## config.mk

```make
export PLATFORM = sky130hd
export DESIGN_NAME = mouse_packet_assembler
export DESIGN_NICKNAME = d
export VERILOG_FILES = /design/src/rtl/mouse_packet_assembler.sv
export SDC_FILE = /design/constraint.sdc
export NUM_CORES = 1
export LEC_CHECK = 0
export ABC_AREA = 1
export CAP_MARGIN = 20
export CORE_MARGIN = 2
export CORE_UTILIZATION = 45
export DETAILED_ROUTE_END_ITERATION = 8
export PLACE_DENSITY = 0.66
export SLEW_MARGIN = 25
export SYNTH_ARGS = -nofsm -noshare
export SYNTH_HDL_FRONTEND = slang
export SYNTH_SLANG_ARGS = --single-unit
```

## constraint.sdc

```tcl
create_clock -name CLK -period 6.7 [get_ports CLK]
set_input_delay 2.01 -clock CLK [delete_from_list [all_inputs] [get_ports CLK]]
set_output_delay 2.01 -clock CLK [all_outputs]
set_load 0.03 [all_outputs]
```

## src/rtl/mouse_packet_assembler.sv

```systemverilog
// Assembles 3-byte PS/2 streaming packets (status, DX, DY) and publishes them
// with a fixed-length INTERRUPT pulse, holding one further packet in a pending buffer.
module mouse_packet_assembler #(
  parameter int TIMEOUT_CYCLES  = 50000,
  parameter int INT_HIGH_CYCLES = 4
) (
  input  logic       CLK,
  input  logic       RESET,
  input  logic       ENABLE,
  input  logic [7:0] BYTE_IN,
  input  logic       BYTE_VALID,
  input  logic       BYTE_ERROR,
  output logic [7:0] MOUSE_STATUS,
  output logic [7:0] MOUSE_DX,
  output logic [7:0] MOUSE_DY,
  output logic       INTERRUPT,
  output logic [7:0] SYNC_ERR_COUNT
);

  localparam int TW = $clog2(TIMEOUT_CYCLES + 1);
  localparam int IW = $clog2(INT_HIGH_CYCLES);
  localparam logic [TW-1:0] TMO_LAST = TW'(TIMEOUT_CYCLES - 1);
  localparam logic [IW-1:0] INT_LAST = IW'(INT_HIGH_CYCLES - 1);

  typedef enum logic [1:0] {IDLE, WAIT_STATUS, WAIT_DX, WAIT_DY} state_t;

  state_t        state_q, state_d;
  logic [7:0]    status_q, status_d, dx_q, dx_d;
  logic [TW-1:0] tmo_q, tmo_d;
  logic [7:0]    out_st_q, out_st_d, out_dx_q, out_dx_d, out_dy_q, out_dy_d;
  logic          arm_q, arm_d, int_q, int_d;
  logic [IW-1:0] icnt_q, icnt_d;
  logic          pend_v_q, pend_v_d;
  logic [7:0]    pend_st_q, pend_st_d, pend_dx_q, pend_dx_d, pend_dy_q, pend_dy_d;
  logic [7:0]    err_q, err_d;

  logic       pkt_done, err_evt, ovr_evt, busy;
  logic [7:0] pkt_dx, pkt_dy;

  // Receive FSM: byte acceptance, resync and inter-byte timeout.
  always_comb begin
    state_d  = state_q;
    status_d = status_q;
    dx_d     = dx_q;
    tmo_d    = tmo_q;
    pkt_done = 1'b0;
    err_evt  = 1'b0;
    case (state_q)
      IDLE: begin
        tmo_d = {TW{1'b0}};
        if (ENABLE) state_d = WAIT_STATUS;
        else        state_d = IDLE;
      end
      WAIT_STATUS: begin
        tmo_d = {TW{1'b0}};
        if (BYTE_VALID) begin
          if (!BYTE_ERROR && BYTE_IN[3]) begin
            status_d = BYTE_IN;
            state_d  = WAIT_DX;
          end else begin
            err_evt = 1'b1;
          end
        end else begin
          state_d = WAIT_STATUS;
        end
      end
      WAIT_DX, WAIT_DY: begin
        if (BYTE_VALID) begin
          tmo_d = {TW{1'b0}};
          if (BYTE_ERROR) begin
            err_evt = 1'b1;
            state_d = WAIT_STATUS;
          end else if (state_q == WAIT_DX) begin
            dx_d    = BYTE_IN;
            state_d = WAIT_DY;
          end else begin
            pkt_done = 1'b1;
            state_d  = WAIT_STATUS;
          end
        end else if (tmo_q == TMO_LAST) begin
          tmo_d   = {TW{1'b0}};
          err_evt = 1'b1;
          state_d = WAIT_STATUS;
        end else begin
          tmo_d = tmo_q + {{(TW-1){1'b0}}, 1'b1};
        end
      end
      default: state_d = IDLE;
    endcase
    // Streaming disabled: drop any partial packet silently.
    if (!ENABLE) begin
      state_d  = IDLE;
      tmo_d    = {TW{1'b0}};
      pkt_done = 1'b0;
      err_evt  = 1'b0;
    end else begin
      state_d = state_d;
    end
  end

  assign pkt_dx = status_q[6] ? 8'h00 : dx_q;
  assign pkt_dy = status_q[7] ? 8'h00 : BYTE_IN;
  assign busy   = arm_q | int_q;

  // Publish sequencing, pending buffer and error counter.
  always_comb begin
    out_st_d  = out_st_q;
    out_dx_d  = out_dx_q;
    out_dy_d  = out_dy_q;
    arm_d     = 1'b0;
    int_d     = int_q;
    icnt_d    = icnt_q;
    pend_v_d  = pend_v_q;
    pend_st_d = pend_st_q;
    pend_dx_d = pend_dx_q;
    pend_dy_d = pend_dy_q;
    err_d     = err_q;
    ovr_evt   = 1'b0;

    if (arm_q) begin
      int_d  = 1'b1;
      icnt_d = INT_LAST;
    end else if (int_q) begin
      if (icnt_q == {IW{1'b0}}) int_d  = 1'b0;
      else                      icnt_d = icnt_q - {{(IW-1){1'b0}}, 1'b1};
    end else begin
      int_d = 1'b0;
    end

    if (!busy && pend_v_q) begin
      out_st_d = pend_st_q;
      out_dx_d = pend_dx_q;
      out_dy_d = pend_dy_q;
      arm_d    = 1'b1;
      if (pkt_done) begin
        pend_st_d = status_q;
        pend_dx_d = pkt_dx;
        pend_dy_d = pkt_dy;
      end else begin
        pend_v_d = 1'b0;
      end
    end else if (pkt_done && !busy) begin
      out_st_d = status_q;
      out_dx_d = pkt_dx;
      out_dy_d = pkt_dy;
      arm_d    = 1'b1;
    end else if (pkt_done) begin
      ovr_evt   = pend_v_q;
      pend_v_d  = 1'b1;
      pend_st_d = status_q;
      pend_dx_d = pkt_dx;
      pend_dy_d = pkt_dy;
    end else begin
      pend_v_d = pend_v_q;
    end

    if ((err_evt || ovr_evt) && (err_q != 8'hFF)) err_d = err_q + 8'd1;
    else                                          err_d = err_q;
  end

  // State and datapath registers.
  always_ff @(posedge CLK or posedge RESET) begin
    if (RESET) begin
      state_q   <= IDLE;
      status_q  <= 8'h00;
      dx_q      <= 8'h00;
      tmo_q     <= {TW{1'b0}};
      out_st_q  <= 8'h00;
      out_dx_q  <= 8'h00;
      out_dy_q  <= 8'h00;
      arm_q     <= 1'b0;
      int_q     <= 1'b0;
      icnt_q    <= {IW{1'b0}};
      pend_v_q  <= 1'b0;
      pend_st_q <= 8'h00;
      pend_dx_q <= 8'h00;
      pend_dy_q <= 8'h00;
      err_q     <= 8'h00;
    end else begin
      state_q   <= state_d;
      status_q  <= status_d;
      dx_q      <= dx_d;
      tmo_q     <= tmo_d;
      out_st_q  <= out_st_d;
      out_dx_q  <= out_dx_d;
      out_dy_q  <= out_dy_d;
      arm_q     <= arm_d;
      int_q     <= int_d;
      icnt_q    <= icnt_d;
      pend_v_q  <= pend_v_d;
      pend_st_q <= pend_st_d;
      pend_dx_q <= pend_dx_d;
      pend_dy_q <= pend_dy_d;
      err_q     <= err_d;
    end
  end

  assign MOUSE_STATUS   = out_st_q;
  assign MOUSE_DX       = out_dx_q;
  assign MOUSE_DY       = out_dy_q;
  assign INTERRUPT      = int_q;
  assign SYNC_ERR_COUNT = err_q;

endmodule
```

==> impl_metrics.toml <==
[outcome]
status = "complete, no violations"

[placement]
dpl.cell_count = 660
place_congestion = 0.8631
place_worst_setup_slack_ns = 2.675
io_buffers = 45
dp_hpwl_um = 5950

[drt]
ant_nets = 0
met1_length_um = 4152
wirelength_um = 8759
vias = 3448
first_pass_iters = 4
top_layer_used = "met4"
drtIter0Drc = 188
post_drt_wl_per_cell_um = 12.96
viasPerCell = 5.101
met2_wirelength_um = 4217
met3_length_um = 298
drcViolationCount = 0

[timing]
slew_headroom = 0.3215
skew_ns = 0.01275
finalMaxSlewViolations = 0
fin_ws_ns = 3.055
setup_viol = 0
setup-tns-final_ns = 0
rsz0062_at_grt = "no"
finalCritPeriodShare = 0.5440
worst_hold_slack_ns = 0.4591
worst_pin_slew_ns = 1.017
max_freq_ghz = 0.2743
min_period_ns = 3.645
hold_viol_final = 0

[grt]
antenna_found_initial = 0
grt_pass1_vias = 3385
grt-ovfl-total = 0
grt_max_degree = 51
grt_use_total = 0.1836
grt_pass1_wl_um = 15190

[synth]
ys_ff_latch = 95
synthMuxAreaShare = 0
synth_cell_types = 33
synthAdderAreaFrac = 0.008601
yosys_warnings = 0
synth_compound_area_frac = 0.09862
synth_cells = 504
synth_top_family_by_area = "simple AND/OR/NAND/NOR gates"
syn_nets = 520
synth-simple-area-share = 0.2431
synthesis.area_um2 = 4364
synth_xor_area_frac = 0.02609
ys_seq_area_frac = 0.5447
syn_area_per_cell_um2 = 8.659

[finish]
post-route-util = 0.5477
nets = 558
diodes = 0
drive_gt1_frac = 0.07313
final_cell_mix = "nand2_1 (121), dfrtp_1 (95), inv_1 (62)"
layout_commonest_cell = "nand2_1"
n_fill_cell = 866
area_growth_pct = 17.06
layoutNonFillerInstCount = 676

[clock_tree]
cts_hold_buffers = 0
ctsLongestPathBuffers = 2
clk_pin_slew_ns = 0.08
cts_tree = "built"
cts_buffers = 9
insertion_delay_ns = 0.36
postCtsSetupBuffers = 0
cts_sinks = 95
clockRootBuffer = "clkbuf_8"
h-tree-depth = 3
ctsResizeCount = 0

[worst_hold_path]
worstHoldStart = "tmo_q[0]"
min_delay_path_depth = 1
hold_class = "register to register"
hold_path_end = "tmo_q[0]"

[floorplanning]
pin_count = 46
start_util = 0.4679
die-area_um2 = 10500
die_x_um = 102.5
coreArea_um2 = 9328
die_h_um = 102.5
rows = 35

[worst_setup_path]
cp_slowest_stage_delay_ns = 0.79
critical_path_class = "primary input to register"
path_buf_inv = 1
critPathRequiredTime_ns = 6.96
crit_path_end_kind = "register"
worstPathArrival_ns = 3.90
path_depth = 5
cp_max_fo = 24
path_delay_family = "simple AND/OR/NAND/NOR gates"
reg2reg_to = "MOUSE_DX[0]"
reg2reg_slack_ns = 4.27
r2r_start = "arm_q"
critPathSlowestCell = "nor2_2"
worstPathCellList = "clkdlybuf4s50_1, nand4_2, nor2_2, nand2_1, o211ai_1"
cp-start-kind = "primary input"
reg2regPathDepth = 5

[power_and_ir_drop]
p_per_area_nw_per_um2 = 289.2
p_leak_nw = 2.444
vdd_ir_drop_max_v = 0.0001475

[flow_run]
max_cap_violations = 0
[logic make-up (layout without fill, tap and decap cells)]
group,after synthesis,in the layout
and+or+nand+nor,235,235
DFF,95,95
buffers and inverters,87,130
AOI/OAI and AO/OA,71,71
xor gates and xnor gates,13,13
adders and majority gates,3,3
[how the worst max path moves through the flow]
stage	startpoint	endpoint	slack (ns)
5_1_grt	BYTE_VALID	MOUSE_DY[5]	2.90
2_1_floorplan	RESET	INTERRUPT	2.21
3_3_place_gp	BYTE_ERROR	SYNC_ERR_COUNT[0]	2.68
6_report	ENABLE	MOUSE_DX[0]	3.05
3_5_place_dp	BYTE_ERROR	SYNC_ERR_COUNT[0]	2.68
4_1_cts	BYTE_ERROR	SYNC_ERR_COUNT[0]	3.07
[worst reg2reg max path: stages, from the launching register on]
cell      delay [ns]
dfrtp_1         0.41
nor2_1          0.59
nand2_1         0.21
nor2_2          0.84
nand2_1         0.13
o211ai_1        0.15
[power breakdown]
group | internal (mW) | switching (mW) | leakage, nW
sequential | 0.663 | 0.0719 | 1.15
clock | 0.194 | 0.194 | 0.0988
combinational | 0.146 | 0.209 | 1.20
total | 1.00 | 0.475 | 2.44
[final cells by class]
cell class,instances,area (µm²),share of cell area
clock buffer,12,155.1,0.03037
clock inverter,4,53.80,0.01053
inverter,67,252.7,0.04947
multi-input combinational,322,1643,0.3216
sequential,95,2377,0.4653
tap,129,161.4,0.03159
timing repair buffer,47,465.4,0.09111
[sequential cells by signal, indices dropped and copies added, names as in the netlist]
name            count
tmo_q              16
MOUSE_DX            8
MOUSE_DY            8
MOUSE_STATUS        8
SYNC_ERR_COUNT      8
dx_q                8
pend_dx_q           8
pend_dy_q           8
pend_st_q           8
status_q            8
icnt_q              2
state_q             2
INTERRUPT           1
arm_q               1
pend_v_q            1
[stage by stage]
stage	area [µm²]	total power, mW
2_1_floorplan	4364	0.9556
3_3_place_gp	4900	1.094
3_5_place_dp	4900	1.105
4_1_cts	5109	1.495
5_1_grt	5109	1.563
6_report	5109	1.478
[synthesized netlist by cell type, drive strengths merged]
library cell	n	area, µm²
nor3	7	56.31
inv	67	251.5
ha	3	37.54
nor4	2	12.51
or2	1	6.260
xor2	9	78.83
xnor2	4	35.03
a21oi	4	20.02
nand3	41	217.7
and3	1	6.260
buf	14	70.07
nor2	47	183.9
o211ai	17	127.6
a32oi	7	61.31
o22ai	1	6.260
a211oi	1	7.510
clkbuf	6	22.52
nor3b	1	12.51
nand2	128	508.0
dfrtp	95	2377
nand3b	1	7.510
nand4	6	50.04
o21bai	1	7.510
o21ai	40	200.2
[layer usage]
layer  GRT usage  up-vias
li1            -     1691
met1      0.2445     1691
met2      0.3027       55
met3     0.04104       11
met4     0.05333        0
met5           0        -
No activity file was read; power rests on OpenSTA's default activity.
